--- src/rtl/pattern_detector_pkg.sv ---
// Shared definitions for the pattern detector: default pattern, history-fill width
// helper and the IDLE/ARMED state encoding.
package pattern_detector_pkg;

    localparam int          DEF_PAT_W   = 4;
    localparam logic [15:0] DEF_PATTERN = 16'b1011;

    typedef enum logic {
        IDLE  = 1'b0,
        ARMED = 1'b1
    } det_state_e;

    // Width needed to hold a fill count of 0..pat_w inclusive.
    function automatic int fill_w(input int pat_w);
        return $clog2(pat_w + 1);
    endfunction

endpackage

--- src/rtl/sat_counter.sv ---
// Saturating up-counter with a sticky all-ones flag and a synchronous clear that
// takes priority over increment.
module sat_counter #(
    parameter int W = 8
) (
    input  logic         clk,
    input  logic         rst,
    input  logic         clr,
    input  logic         inc,
    output logic [W-1:0] cnt,
    output logic         sat
);

    logic [W-1:0] cnt_q, cnt_d;
    logic         sat_q, sat_d;

    always_comb begin
        cnt_d = cnt_q;
        sat_d = sat_q;
        if (clr) begin
            cnt_d = '0;
            sat_d = 1'b0;
        end else begin
            if (inc && (cnt_q != '1)) begin
                cnt_d = cnt_q + 1'b1;
            end
            sat_d = sat_q | (&cnt_d);
        end
    end

    always_ff @(posedge clk) begin
        if (rst) begin
            cnt_q <= '0;
            sat_q <= 1'b0;
        end else begin
            cnt_q <= cnt_d;
            sat_q <= sat_d;
        end
    end

    assign cnt = cnt_q;
    assign sat = sat_q;

endmodule

--- src/rtl/pattern_detector.sv ---
// Serial pattern detector with overlap control. Match counting is built only when
// PATTERN_DETECTOR_CNT_EN is defined; otherwise match_cnt/cnt_sat read as zero.
module pattern_detector
    import pattern_detector_pkg::*;
#(
    parameter int             PAT_W   = DEF_PAT_W,
    parameter logic [PAT_W-1:0] PATTERN = DEF_PATTERN[PAT_W-1:0],
    parameter bit             OVERLAP = 1'b1,
    parameter int             CNT_W   = 8
) (
    input  logic                       clk,
    input  logic                       rst,
    input  logic                       din_valid,
    input  logic                       din,
    input  logic                       clr_cnt,
    output logic                       match,
    output logic [fill_w(PAT_W)-1:0]   fill,
    output logic [CNT_W-1:0]           match_cnt,
    output logic                       cnt_sat
);

    localparam int               FILL_W = fill_w(PAT_W);
    localparam logic [FILL_W-1:0] FULL  = FILL_W'(PAT_W);

    logic [PAT_W-1:0]  hist_q, hist_d, hist_shift;
    logic [FILL_W-1:0] fill_q, fill_d, fill_inc;
    logic              match_q, match_d;
    det_state_e        state;

    always_comb begin
        // NOTE: every signal gets a default before any branch, so no path infers a latch.
        state      = (fill_q == FULL) ? ARMED : IDLE;
        hist_shift = {hist_q[PAT_W-2:0], din};
        fill_inc   = (state == ARMED) ? fill_q : fill_q + 1'b1;
        hist_d     = hist_q;
        fill_d     = fill_q;
        match_d    = 1'b0;
        if (din_valid) begin
            hist_d = hist_shift;
            fill_d = fill_inc;
            if ((fill_inc == FULL) && (hist_shift == PATTERN)) begin
                match_d = 1'b1;
                // Non-overlapping mode drops back to IDLE and refills from scratch.
                if (!OVERLAP) begin
                    hist_d = '0;
                    fill_d = '0;
                end
            end
        end
    end

    always_ff @(posedge clk) begin
        // NOTE: non-blocking assignments so every flop samples pre-edge values.
        if (rst) begin
            hist_q  <= '0;
            fill_q  <= '0;
            match_q <= 1'b0;
        end else begin
            hist_q  <= hist_d;
            fill_q  <= fill_d;
            match_q <= match_d;
        end
    end

    assign match = match_q;
    assign fill  = fill_q;

`ifdef PATTERN_DETECTOR_CNT_EN
    // Counter is fed match_d so it updates on the same edge that raises match.
    sat_counter #(
        .W(CNT_W)
    ) u_sat_counter (
        .clk (clk),
        .rst (rst),
        .clr (clr_cnt),
        .inc (match_d),
        .cnt (match_cnt),
        .sat (cnt_sat)
    );
`else
    logic unused_clr_cnt;
    assign unused_clr_cnt = clr_cnt;
    assign match_cnt      = '0;
    assign cnt_sat        = 1'b0;
`endif

endmodule
--- config.mk ---
export PLATFORM = sky130hd
export DESIGN_NAME = pattern_detector
export DESIGN_NICKNAME = d
export VERILOG_FILES = /design/src/rtl/pattern_detector_pkg.sv /design/src/rtl/sat_counter.sv /design/src/rtl/pattern_detector.sv
export SDC_FILE = /design/constraint.sdc
export NUM_CORES = 1
export LEC_CHECK = 0
export CORE_AREA = 2 2 39 41
export CTS_CLUSTER_SIZE = 14
export DETAILED_ROUTE_END_ITERATION = 8
export DIE_AREA = 0 0 41 43
export DONT_BUFFER_PORTS = 1
export SLEW_MARGIN = 20
export SYNTH_ARGS = -nofsm -noshare
export SYNTH_HDL_FRONTEND = slang
export SYNTH_SLANG_ARGS = --single-unit
--- constraint.sdc ---
create_clock -name clk -period 1.7 [get_ports clk]
set_clock_uncertainty 0.2 [all_clocks]
set_input_delay 0.51 -clock clk [delete_from_list [all_inputs] [get_ports clk]]
set_output_delay 0.51 -clock clk [all_outputs]
set_load 0.02 [all_outputs]
* Yosys cells after proc, flatten, opt, wreduce, memory -nomap -nowiden *
Index checks and enable logic that the tools add are counted.

operators by class
  multiplexer cells = 3
  reduce and logical (&&, ||, !) cells = 2
  $add $sub $neg = 1
  bitwise logic cells = 1
  equal/unequal tests = 3

operators by type and width
  cell                   number
  $eq A3 B3 Y1 const B   2
  $eq A4 B4 Y1 const B   1
  $add A3 B1 Y3 const B  1
  $mux W3                1
  $mux W1                2
  $reduce_or A2 Y1       1
  $logic_and A1 B1 Y1    1
  $not A1 Y1             1

storage, ports and cells
  flip-flop bits (word level) = 7
  bits of input ports = 5

* Longest topological paths before layout *
  depth after elaboration = 6
  mapped depth = 5
  depth with buffers taken out = 5

* Worst setup path before layout *
Ideal clock, no wire load.

  path kind = register -> register
  start point = reg fill_q[0] (netlist: fill[0])
  end point = reg match_q (netlist: match)
  setup time = 0.103 ns
  clock period less this slack = 1.699 ns
  arrival = 1.395 ns
  buffers on the path = 0
  path slack = 0.001 ns
  stages on the path, launching flop included = 6
  path through = dfxtp_1 > inv_1 > ha_1 > nor3b_2 > o21ai_1 > a2111oi_2

between the ends
  word-level cells in the longest chain between the ends = 6
  elaborated cells on any way between the ends = 7

ends and longest elaborated chain
  item                                                   RTL line                RTL
  start: declaration                                     pattern_detector.sv:26  logic [FILL_W-1:0] fill_q, fill_d, fill_inc;
  start signal: assignment                               pattern_detector.sv:60  fill_q <= fill_d;
  branches (longest 2 deep; another with $add A3 B1 Y3)  -
  $mux W3 *                                              pattern_detector.sv:34  fill_inc = (state == ARMED) ? fill_q : fill_q + 1'b1;
  $eq A3 B3 Y1 *                                         pattern_detector.sv:41  if ((fill_inc == FULL) && (hist_shift == PATTERN)) begin
  $logic_and A1 B1 Y1 *                                  pattern_detector.sv:41
  $mux W1 *                                              pattern_detector.sv:41
  end signal: assignment                                 pattern_detector.sv:61  match_q <= match_d;
  end: declaration                                       pattern_detector.sv:27  logic match_q, match_d;

Every way passes the cells marked *.
A chain may end at the register's enable or synchronous reset.

* Worst setup path after layout *
  start point = reg fill_q[2] (netlist: fill[2])
  end point = out fill[2]

RTL lines
  item              RTL line                RTL
  end: declaration  pattern_detector.sv:17  output logic [fill_w(PAT_W)-1:0] fill,

No word-level cell between the ends.

==> run metrics <==
worst hold path type primary input to flop; met2 Track Usage GR between 10% and 20%; starting density of the core 29.0%; Syn Inst Count 43; hold_ws between 0.1 and 0.15 ns; # rows 14; Worst Path Class, Setup flop to output pin; count leader, synth buf_4; CP max stage delay roughly 0.42 ns; Seq cells post-synth 7; core area between 0.001 and 0.0015 mm^2; vias in the first global route 261; Die Span Y between 40 and 50 um; clock slew at reported path FFs 0.06 ns; DP Cell Count 60; Synth Cell Area 402 um^2; CP Capture Type output pin; CP max stage cell dfxtp_1; cts bufs inserted 3; dominant cells by area after synthesis dfxtp_1 35%, buf_4 17%, mux2i_1 7.5%; Ys Warns 0; Yosys top cell area share 34.9%; router iterations before antenna repair 2; Antenna Nets Post-Route 0; ANT cells 0; max cap viols 0; DR WL/cell between 8 and 9 um; setup TNS 0 ns; final hold vios 0; CP Cell Sequence buf_4; outcome finished clean; GRT Residual Overflow 0; synth unique cells 21; share of cells above drive strength 1 a little over a fifth; P&R area growth vs syn 6.85%; CP Data Arrival Time roughly 0.85 ns; global-route met3 utilization between 3 and 4%; CP bufs+invs 1; # port buffers 0; die width ~41 um; delay-heaviest family, CP flip-flops; via count around 270; Root Buffer clkbuf_4; CTS sink cnt 7; Worst VDD drop between 200 and 300 uV; DRC violation total after the first TritonRoute iteration 6; RSZ-0062 raised after global routing false; final wirelength 574 um; Post-CTS Setup Inserts 0; period utilisation layout between 90% and 100%; share of flip-flops with an asynchronous set or reset 0%; GRT Total Usage 8.55%; ys flop type dfxtp_1; P_leak 0.187 nW; busiest grt layer met2; initial antenna violation count 0; # nets final 56; Tmin final between 1.5 and 2 ns; power per cell area roughly 930 mW/mm^2; highest clock rate 0.642 GHz; sequential cell area fraction in the yosys report 34.9%; fillers roughly 150; CTS tree yes; vias per cell 4.16; first-pass GRT wire length roughly 1000 um; Crit Path Max Fanout 7; Final setup viols 0; area leader, netlist dfxtp_1; count of flip-flops with a built-in enable after synthesis 0; Post-route DRC 0; Final Max Slew Viols 0; H-tree Lvls 1; Final GP Congestion roughly 0.65; syn avg cell area slightly above 9 um^2; Longest Clk Path Bufs 2; largest net degree at the start of global routing 9; Worst EP required around 0.99 ns; final cell count without fillers 64; IO Pins 18; met1 usage under 10%; Die ar. between 0.0015 and 0.002 mm^2; CP Launch Type flop; synth cell count leaders 9 x buf_4, 7 x dfxtp_1, 4 x nor2_1; Clk Latency, worst-skew pair 0.25 ns
[state kept, by name (all words and copies together), names as in the netlist]
name	flops
match	1
fill	3
hist_q	3
[power by group]
part / switching (mW) / leakage [nW] / internal, mW
registers: 0.00709 / 0.0573 / 0.173
logic: 0.0422 / 0.115 / 0.0241
clock network: 0.0651 / 0.0150 / 0.0898
[through the flow]
stage | utilization (%) | total power [mW] | cell area (um^2) | worst slack, ns
finish | 31.0 | 0.401 | 429 | 0.143
global placement | 29.0 | 0.248 | 402 | 0.116
floorplan | - | 0.254 | 432 | 0.00114
detailed placement | 29.0 | 0.249 | 402 | 0.109
global route | 31.0 | 0.422 | 429 | 0.0280
CTS | 30.9 | 0.409 | 428 | 0.0906
[timing repair]
action / CTS / global route
hold buffers: 0 / 0
setup endpoints to repair: 0 / 1
resized for setup: 0 / 1
hold endpoints to repair: 0 / 0
[placed cells by master (no fill, tap or decap)]
master     synthesis  routed
clkbuf_4           0       3
a21oi_1            2       2
nor2_1             4       4
inv_1              2       2
nor3_1             1       1
nor3b_2            1       1
nand4bb_1          1       1
a21boi_0           1       1
dfxtp_1            7       6
nand2_1            1       1
and4b_2            1       1
xnor2_1            1       1
dfxtp_2            0       1
conb_1             1       9
nand3_1            1       1
ha_1               2       2
nor2b_1            1       1
buf_4              9       3
mux2i_1            3       3
clkbuf_1           0       1
o21ai_1            1       1
a2111oi_2          1       1
nand2b_1           1       1
[cell type report]
type	count	area, um^2	share of cell area [%]
Inverter	2	7.51	1.75
Multi-Input combinational cell	32	211	49.3
Timing Repair Buffer	3	22.5	5.25
Clock buffer	4	26.3	6.12
Tap cell	16	20.0	4.66
Sequential cell	7	141	32.9
[cell families after synthesis]
kind of cell	count (synthesis)	share of synthesized area, %
adder cells (fa/ha/maj)	2	6.23
other	1	0.934
AND/OR/NAND/NOR	12	19.0
XOR/XNOR	1	2.18
AO/OA/AOI/OAI	5	9.34
flip-flops	7	34.9
multiplexers	3	7.48
buffers and inverters	12	19.9
[final timing paths]
path / depth (start not counted) / endpoint / start / slack (ns)
max: 1 / fill[2] / fill[2] / 0.14
min: 1 / fill[0] / rst / 0.11
max reg2reg: 5 / match / fill[0] / 0.16
min reg2reg: 2 / hist_q[0] / hist_q[0] / 0.29
[per-layer routing]
layer	vias up	share of wire, %
met5	-	0
met4	0	0.70
met3	2	7.8
met2	9	47
met1	119	44
li1	136	-
Note: power is estimated with default switching activity, not from simulation.
